[src/rtl/scan_mux_pkg.sv]
// scan_mux_pkg: shared types and helpers for the scanning N-to-1 selector.
// Latency: n/a (types, constants and a pure combinational helper only).
// Backpressure: n/a.
package scan_mux_pkg;

    // Controller states: parked, following sel, or stepping through channels.
    typedef enum logic [1:0] {
        IDLE   = 2'd0,
        MANUAL = 2'd1,
        SCAN   = 2'd2
    } state_e;

    // Value of the mode input, sampled on start.
    localparam logic MODE_MANUAL = 1'b0;
    localparam logic MODE_SCAN   = 1'b1;

    // Dwell counter is wide enough for the largest dwell of 65535 cycles.
    localparam int CNT_W = 16;

    // Increment-with-wrap over n channels; the unmasked scan uses this directly.
    function automatic int unsigned next_index(input int unsigned cur, input int unsigned n);
        return (cur + 1 >= n) ? 0 : cur + 1;
    endfunction

endpackage

[src/rtl/scan_mux_next_chan.sv]
// scan_mux_next_chan: wrap-around priority search for the next enabled channel above cur_sel.
// Latency: purely combinational.
// Backpressure: none; found_o=0 when no channel is enabled so the caller can hold.
module scan_mux_next_chan
    import scan_mux_pkg::*;
#(
    parameter int  CHANNELS = 16,
    localparam int SEL_W    = $clog2(CHANNELS)
) (
    input  logic [SEL_W-1:0]    cur_sel_i,
    input  logic [CHANNELS-1:0] mask_i,
    output logic [SEL_W-1:0]    next_sel_o,
    output logic                found_o
);

    // One extra bit so cur_sel + offset never overflows before the modulo step.
    logic [SEL_W:0] cand;

    // Walk offsets from farthest to nearest so the nearest enabled channel wins
    // by being written last; offset CHANNELS lands back on cur_sel itself.
    always_comb begin
        next_sel_o = '0;
        found_o    = 1'b0;
        cand       = '0;
        for (int off = CHANNELS; off >= 1; off--) begin
            cand = {1'b0, cur_sel_i} + (SEL_W+1)'(off);
            if (cand >= (SEL_W+1)'(CHANNELS)) begin
                cand = cand - (SEL_W+1)'(CHANNELS);
            end
            if (mask_i[cand[SEL_W-1:0]]) begin
                next_sel_o = cand[SEL_W-1:0];
                found_o    = 1'b1;
            end
        end
    end

endmodule

[src/rtl/scan_mux_n_to_1.sv]
// scan_mux_n_to_1: registered N-to-1 selector with manual select and timed auto-scan.
// Latency: sel->cur_sel 1 cycle, cur_sel->y 1 cycle; start->first valid y 2 cycles.
// Backpressure: none; en gates y/y_valid to 0 on the next cycle. Macro SCAN_MUX_CH_MASK_EN adds a channel mask.
module scan_mux_n_to_1
    import scan_mux_pkg::*;
#(
    parameter int  WIDTH    = 1,
    parameter int  CHANNELS = 16,
    parameter int  DWELL    = 4,
    localparam int SEL_W    = $clog2(CHANNELS)
) (
    input  logic                      clk,
    input  logic                      rst_n,
    input  logic [CHANNELS*WIDTH-1:0] d,
    input  logic [SEL_W-1:0]          sel,
    input  logic                      mode,
    input  logic                      start,
    input  logic                      stop,
    input  logic                      en,
`ifdef SCAN_MUX_CH_MASK_EN
    input  logic [CHANNELS-1:0]       mask,
`endif
    output logic [WIDTH-1:0]          y,
    output logic                      y_valid,
    output logic [SEL_W-1:0]          cur_sel,
    output logic                      wrap
);

    localparam logic [CNT_W-1:0] CNT_RELOAD = CNT_W'(DWELL - 1);

    state_e           state_q,   state_d;
    logic [SEL_W-1:0] cur_sel_q, cur_sel_d;
    logic [CNT_W-1:0] cnt_q,     cnt_d;
    logic             wrap_q,    wrap_d;
    logic [WIDTH-1:0] y_q,       y_d;
    logic             y_valid_q, y_valid_d;

    logic [WIDTH-1:0]    chan [CHANNELS];
    logic [CHANNELS-1:0] chan_en;
    logic [SEL_W-1:0]    adv_sel;
    logic                adv_found;
    logic                adv_wrap;
    logic                sel_ok;
    logic                live;

    // Unpack the flat input bus into one entry per channel.
    for (genvar k = 0; k < CHANNELS; k++) begin : g_chan
        assign chan[k] = d[k*WIDTH +: WIDTH];
    end

`ifdef SCAN_MUX_CH_MASK_EN
    assign chan_en = mask;

    scan_mux_next_chan #(
        .CHANNELS (CHANNELS)
    ) u_next_chan (
        .cur_sel_i  (cur_sel_q),
        .mask_i     (mask),
        .next_sel_o (adv_sel),
        .found_o    (adv_found)
    );

    // Any step that does not move strictly upward has passed through (or onto) channel 0.
    assign adv_wrap = adv_found && (adv_sel <= cur_sel_q);
`else
    assign chan_en   = '1;
    assign adv_sel   = SEL_W'(next_index(32'(cur_sel_q), 32'(CHANNELS)));
    assign adv_found = 1'b1;
    assign adv_wrap  = (adv_sel == '0);
`endif

    // Out-of-range manual selects are dropped rather than aliased onto a real channel.
    assign sel_ok = (32'(sel) < 32'(CHANNELS));

    // A pending stop already counts as idle so y_valid falls on the same edge the state does.
    assign live = (state_q != IDLE) && !stop && en && chan_en[cur_sel_q];

    // Next-state: mode/state transitions, manual tracking, dwell counting and channel advance.
    always_comb begin
        state_d   = state_q;
        cur_sel_d = cur_sel_q;
        cnt_d     = cnt_q;
        wrap_d    = 1'b0;
        if (stop) begin
            state_d = IDLE;
        end else begin
            case (state_q)
                IDLE: begin
                    if (start) begin
                        if (mode == MODE_SCAN) begin
                            state_d   = SCAN;
                            cur_sel_d = '0;
                            cnt_d     = CNT_RELOAD;
                        end else begin
                            state_d = MANUAL;
                            if (sel_ok) begin
                                cur_sel_d = sel;
                            end
                        end
                    end
                end
                MANUAL: begin
                    if (sel_ok) begin
                        cur_sel_d = sel;
                    end
                end
                SCAN: begin
                    if (cnt_q == '0) begin
                        cnt_d = CNT_RELOAD;
                        // With nothing enabled, hold position and keep timing so scanning resumes cleanly.
                        if (adv_found) begin
                            cur_sel_d = adv_sel;
                            wrap_d    = adv_wrap;
                        end
                    end else begin
                        cnt_d = cnt_q - 1'b1;
                    end
                end
                default: begin
                    state_d = IDLE;
                end
            endcase
        end
    end

    // Output stage: present the currently selected channel, or drive 0 when not live.
    always_comb begin
        y_d       = '0;
        y_valid_d = live;
        if (live) begin
            y_d = chan[cur_sel_q];
        end
    end

    // Control state register.
    always_ff @(posedge clk or negedge rst_n) begin
        if (!rst_n) begin
            state_q   <= IDLE;
            cur_sel_q <= '0;
            cnt_q     <= CNT_RELOAD;
            wrap_q    <= 1'b0;
        end else begin
            state_q   <= state_d;
            cur_sel_q <= cur_sel_d;
            cnt_q     <= cnt_d;
            wrap_q    <= wrap_d;
        end
    end

    // Output data register.
    always_ff @(posedge clk or negedge rst_n) begin
        if (!rst_n) begin
            y_q       <= '0;
            y_valid_q <= 1'b0;
        end else begin
            y_q       <= y_d;
            y_valid_q <= y_valid_d;
        end
    end

    assign y       = y_q;
    assign y_valid = y_valid_q;
    assign cur_sel = cur_sel_q;
    assign wrap    = wrap_q;

endmodule

[config.mk]
export PLATFORM = sky130hd
export DESIGN_NAME = scan_mux_n_to_1
export DESIGN_NICKNAME = d
export VERILOG_FILES = /design/src/rtl/scan_mux_pkg.sv /design/src/rtl/scan_mux_next_chan.sv /design/src/rtl/scan_mux_n_to_1.sv
export SDC_FILE = /design/constraint.sdc
export NUM_CORES = 1
export LEC_CHECK = 0
export CAP_MARGIN = 20
export CORE_UTILIZATION = 50
export CTS_CLUSTER_DIAMETER = 200
export DETAILED_ROUTE_END_ITERATION = 12
export MAX_ROUTING_LAYER = met4
export PLACE_DENSITY_LB_ADDON = 0.3
export SYNTH_ARGS = -nofsm -noshare
export SYNTH_HDL_FRONTEND = slang
export SYNTH_SLANG_ARGS = --single-unit
[constraint.sdc]
create_clock -name clk -period 2.87 [get_ports clk]
set_input_delay 0.4305 -clock clk [delete_from_list [all_inputs] [get_ports clk]]
set_output_delay 0.4305 -clock clk [all_outputs]
set_load 0.005 [all_outputs]
* Word-level counts from Yosys, hierarchy flattened *
Memory sizes are Yosys's and may differ from the RTL's.
Cells that the tools add are included.

storage, ports and cells
  logic and storage cells = 56
  input port bits = 26
  memory bits (read-only) = 16
  output and inout port bits = 7
  register bits = 25
  memories = 1

memory list
  name              words  bits a word  read ports  clocked after Yosys merged registers in  wr ports  RTL line               source
  (name not given)  16     1            1           0                                        0         scan_mux_n_to_1.sv:76  assign live = (state_q != IDLE) && !stop && en && chan_en[cur_sel_q];

cells by class
  eq/ne operators = 7
  mux-type cells = 21
  bitwise gates (word level) = 2
  reduce and logical (&&, ||, !) cells = 14
  $lt $le $gt $ge = 3
  add/subtract/negate cells = 2

operators by type and width
  kind                                                                   number
  16-bit 2-to-1 mux                                                      3
  16-bit case mux with 2 select lines                                    1
  16-bit logical NOT                                                     1
  4-bit 2-to-1 mux                                                       4
  16-bit by 1-bit subtractor with 16-bit output, second input constant   1
  4-bit case mux with 3 select lines                                     1
  5-bit >= comparator, second input constant                             2
  4-bit AND reduction                                                    2
  1-bit 2-to-1 mux                                                       7
  2-bit 2-to-1 mux                                                       3
  2-bit != test, second input constant                                   3
  4-bit by 1-bit adder with 5-bit output, second input constant          1
  4-bit by 5-bit < comparator with 1-bit output, second input constant   1
  4-bit NOT with 5-bit output                                            1
  1-bit binary-select mux with 4-bit select                              1
  4-bit logical NOT                                                      1
  2-bit case mux with 2 select lines                                     1
  2-bit nonzero test                                                     2
  1-bit logical AND                                                      3
  3-bit != test, second input constant                                   1
  3-bit nonzero test                                                     1
  2-bit by 1-bit equality test with 1-bit output, second input constant  1
  2-bit equality test, second input constant                             1
  2-bit logical NOT                                                      1
  5 further kinds                                                        5

* Logic depth before layout (Yosys ltp) *
  word-level depth = 7
  mapped depth = 8
  mapped depth without buffers = 7

* Least setup slack after synthesis *
OpenSTA, ideal clock, no wires.

  path type = register -> register
  from = reg cnt_q[0]
  to = reg cur_sel_q[1], in the netlist cur_sel[1]
  path buffers = 1
  library setup time = 0.125 ns
  data arrival time = 1.986 ns
  clock period less this slack = 2.111 ns
  data required time = 2.745 ns
  stages on the path, launching flop included = 9
  slack = 0.759 ns
  cell sequence = dfstp_2 inv_1 ha_1 nor2b_1 nand2_2 o21a_1 or4_4 buf_6 mux2_4

on the way
  cells in the longest elaborated chain, start to end = 3

RTL lines
  item                                  RTL line                source
  start, declared                       scan_mux_n_to_1.sv:33   logic [CNT_W-1:0] cnt_q, cnt_d;
  start signal, assigned                scan_mux_n_to_1.sv:145  cnt_q <= cnt_d;
  16-bit logical NOT                    scan_mux_n_to_1.sv:108  if (cnt_q == '0) begin
  2-bit != test (no source line)        --
  4-bit AND reduction (no source line)  --
  end signal, assigned                  scan_mux_n_to_1.sv:144  cur_sel_q <= cur_sel_d;
  end, declared                         scan_mux_n_to_1.sv:32   logic [SEL_W-1:0] cur_sel_q, cur_sel_d;

Every way passes these cells.
A chain may end at the register's enable or synchronous reset.

* Final worst setup path *
  from = reg state_q[0]
  to = reg cnt_q[15]

on the way
  cells in the longest elaborated chain, start to end = 3
  elaborated cells on any way between the ends = 7
  those cells by class = eq/ne: 3; mux: 1; reduce/logical: 3

RTL lines
  item                                                                  RTL line                source
  start, declared                                                       scan_mux_n_to_1.sv:31   state_e state_q, state_d;
  start signal, assigned                                                scan_mux_n_to_1.sv:143  state_q <= state_d;
  2-bit equality test or 2-bit logical NOT (tied branches)              scan_mux_n_to_1.sv:87   case (state_q)
  2-bit nonzero test (no source line) or 2-bit != test (tied branches)  --
  4-bit AND reduction (no source line)                                  --

Several ways; a longest one is shown, not always the timed one.

==> summary by stage <==
Power and ir drop
The power density of the placed cells is 437 nW/um^2. For this design the static power due to leakage is 0.845 nW. The maximum ir drop on the vdd rail is 259 uV.

Outcome
The flow ran to the end, but the final reports show violations. The final reports fail on design-rule violations.

CTS
Counting along the longest clock path gives a buffer depth of 2. The number of setup buffers added after CTS is 0. Clock latency on the worst-skew pair, taken at its later pin, is 0.31 ns. Counting the buffers created by CTS gives 3. Gates resized during post-CTS repair numbered 0. After clock tree synthesis, the clock-pin slew on the worst setup and hold paths is 0.14 ns.

The number of sinks handled by clock tree synthesis is 25. The CTS tree is done. The number of buffers inserted for hold repair after clock tree synthesis is 0. Clock tree synthesis selected as its root buffer the cell sky130_fd_sc_hd__clkbuf_4. The number of H-tree branching levels is 1.

Setup path
In this run the worst setup path begins at state_q[0]$_DFFE_PN0P_. The signal on the critical path passes through inv_1 -> ha_1 -> or3b_1 -> a211oi_2 -> or3b_1 -> xor2_1 -> nor2_1. The critical path class is reg -> reg.

In this design, the stage delay of the slowest critical-path cell is 0.44 ns. The worst register-to-register path begins at state_q[0]$_DFFE_PN0P_. The library cell contributing the largest single delay on the critical path is sky130_fd_sc_hd__dfrtp_1. By instance count, the cell type seen most on the critical path is sky130_fd_sc_hd__or3b_1. The data required time of the worst path is 3.08 ns. Of all nets on the critical path, the largest fanout is 6. STA classifies the critical path startpoint as a register. Data on the critical path arrives at its endpoint at 2.55 ns. The critical path capture point type is a register.

Timing
Across the routed clock network, the largest skew measured is 0.00322 ns. The final critical path takes up 81.7% of the cycle. After routing, the total negative slack on setup checks comes to 0 ns. Setup repair after global routing left no endpoint under its margin. The post-layout minimum cycle time is 2.35 ns.

The final-report setup violation count is 0. The worst pin sits at a relative slew slack of 59.7%. The actual slew at the worst max-slew pin is 0.598 ns. The number of pins with negative max-slew slack in the final report is 0. Timing would allow up to 426 MHz. The final hold violation count was 0.

GRT
The via count of the first global-routing pass was 1287. The first-pass GRT wire length is 5.66 mm. The total routing usage reported by global routing is 22.5%. The number of antenna violations at the first check in global routing is 0. Summed over all layers, the global routing overflow is 0. Entering global routing, the biggest net connects 26 pins.

Synth
The synthesized area per cell is 10.1 um^2. In the post-synthesis netlist, the biggest area contributors are sky130_fd_sc_hd__dfrtp_1 (37%), sky130_fd_sc_hd__mux4_2 (7.2%), sky130_fd_sc_hd__ha_1 (5.6%). The net count of the mapped netlist is 187.

The flip-flop cell with the highest count after synthesis is sky130_fd_sc_hd__dfrtp_1. The fraction of registers with async set/reset is 100%. Yosys mapped a number of flops with a built-in enable equal to 0. The number of cells produced by synthesis is 154. The cell area that synthesis handed to floorplanning was 1560 um^2. The netlist uses 41 different library cells. For this run, the number of Yosys warnings is 0.

The library cell occupying the most area in the post-synthesis netlist is sky130_fd_sc_hd__dfrtp_1. Sequential cells were found to cover 40.3% of the synthesized design area. The count of state elements after synthesis is 25.

The share of synthesized area in the top cell type comes to 36.9%.

Drt
After detailed routing, the number of vias per cell comes to 5.87. The detail route stage leaves a number of antenna-violating nets equal to 0. The number of iterations in the first detailed-routing pass is 8. The number of remaining DRC errors is 1. In the final routed layout, each cell accounts on average for 14.7 um. After the first detailed-routing iteration, the DRC count stood at 31.

Summing over every cut layer, the via total after detailed routing is 1273. For this block, the routed nets add up to 3.20 mm of wire.

Die
Measured along the x axis, the die boundary spans 57.8 um. The row count is 19. The core region area is 2850 um^2.

The floorplan step set the die height to 57.8 um. The initial utilization of the core area, before any placement, comes to 54.6%. 33 I/O pins were placed. The die outline area is 3340 um^2.

Finish
The area growth from synthesis to layout is 24.0%. The final layout contains 220 nets. The antenna diode instance count is 0. The utilization after layout is 67.7%. The library cells used most frequently in the layout, excluding fill and tap cells, are sky130_fd_sc_hd__clkdlybuf4s50_1 (32), sky130_fd_sc_hd__nor2_1 (23), sky130_fd_sc_hd__dfrtp_1 (23), sky130_fd_sc_hd__nand2_1 (10), sky130_fd_sc_hd__xnor2_1 (9). Leaving out fill and tap cells, the most frequent cell in the layout is sky130_fd_sc_hd__clkdlybuf4s50_1. The layout cell share with drive strength beyond 1 is 11.3%. The non-filler instance count after layout is 217.

Worst hold path
The tightest min-delay check is of the in -> async type.

Place
The final weighted congestion of routability-driven global placement is 0.858. The HPWL after detailed placement is 2.51 mm. Counting tap cells, the placed design contains a total of 213 instances. The count of input and output buffers is 32.

Job
The count of maximum capacitance violations is 0.
## sequential cells by signal (all words and copies together) (netlist names)
register / flops
cnt_q: 16
cur_sel: 4
state_q: 2
wrap: 1
y: 1
y_valid: 1
## Yosys cell counts (4+ instances only)
library cell / count
sky130_fd_sc_hd__xor2_1: 6
sky130_fd_sc_hd__o21ai_0: 5
sky130_fd_sc_hd__nor3_1: 4
sky130_fd_sc_hd__nand3_1: 6
sky130_fd_sc_hd__nand2_1: 10
sky130_fd_sc_hd__clkbuf_1: 5
sky130_fd_sc_hd__ha_1: 7
sky130_fd_sc_hd__inv_1: 5
sky130_fd_sc_hd__mux4_2: 5
sky130_fd_sc_hd__nor2_1: 23
sky130_fd_sc_hd__dfrtp_1: 23
sky130_fd_sc_hd__a21oi_1: 5
sky130_fd_sc_hd__xnor2_1: 9
## critical path: cells and delay by family, from the launching register on
kind	cells	cell delay, ns
simple gates	3	0.89
flops	1	0.44
compound gates	1	0.40
fa+ha+maj	1	0.27
xor+xnor	1	0.15
buf+inv	1	0.10
## kinds of logic (layout without fill, tap and decap cells)
group	after synthesis	after routing	share of synthesized area (%)
buf+inv	11	43	3.13
fa+ha+maj	7	7	5.62
compound gates	19	19	8.19
mux	8	8	9.80
flops	25	25	40.3
xor+xnor	15	15	8.43
simple gates	69	69	24.5
## where the power goes
part,internal (mW),switching (mW)
Clock,0.0531,0.106
Combinational,0.152,0.0964
Sequential,0.381,0.0553
Total,0.586,0.258
## routing by layer
layer | global-route usage [%] | wire (um) | part of all wire (%)
met3 | 2.68 | 93 | 2.9
met5 | - | 0 | 0
met4 | 7.14 | 45 | 1.4
met1 | 28.6 | 1430 | 45
met2 | 37.6 | 1630 | 51
## cell type report
| class | instances | area [um^2] |
|---|---|---|
| clock inverter | 1 | 7.51 |
| timing repair buffer | 34 | 335 |
| inverter | 5 | 18.8 |
| tap | 31 | 38.8 |
| multi-input combinational | 118 | 881 |
| sequential | 25 | 628 |
| clock buffer | 3 | 22.5 |
| fill | 220 | 921 |
## path summary, 6_finish.rpt
check / to / slack [ns] / cells after the start
max reg2reg: cnt_q[15]$_DFFE_PN0P_ / 0.52 / 7
max: cnt_q[15]$_DFFE_PN0P_ / 0.52 / 7
min in group clk: cnt_q[1]$_DFFE_PN1P_ / 0.54 / 2
min: y_valid$_DFF_PN0_ / 0.46 / 2
max in group asynchronous: cnt_q[1]$_DFFE_PN1P_ / 2.12 / 2
min reg2reg: cnt_q[1]$_DFFE_PN1P_ / 0.54 / 2
## through the flow
step	setup slack, ns	hold slack, ns	power [mW]	cell area, um^2
final	0.524	0.460	0.844	1930
after global routing	0.372	0.466	0.901	1930
after CTS	0.535	0.466	0.851	1930
after detailed placement	0.307	0.524	0.691	1900
after global placement	0.377	0.519	0.679	1900
after floorplan	0.759	0.135	0.587	1560
(Power assumes the default switching activity.)
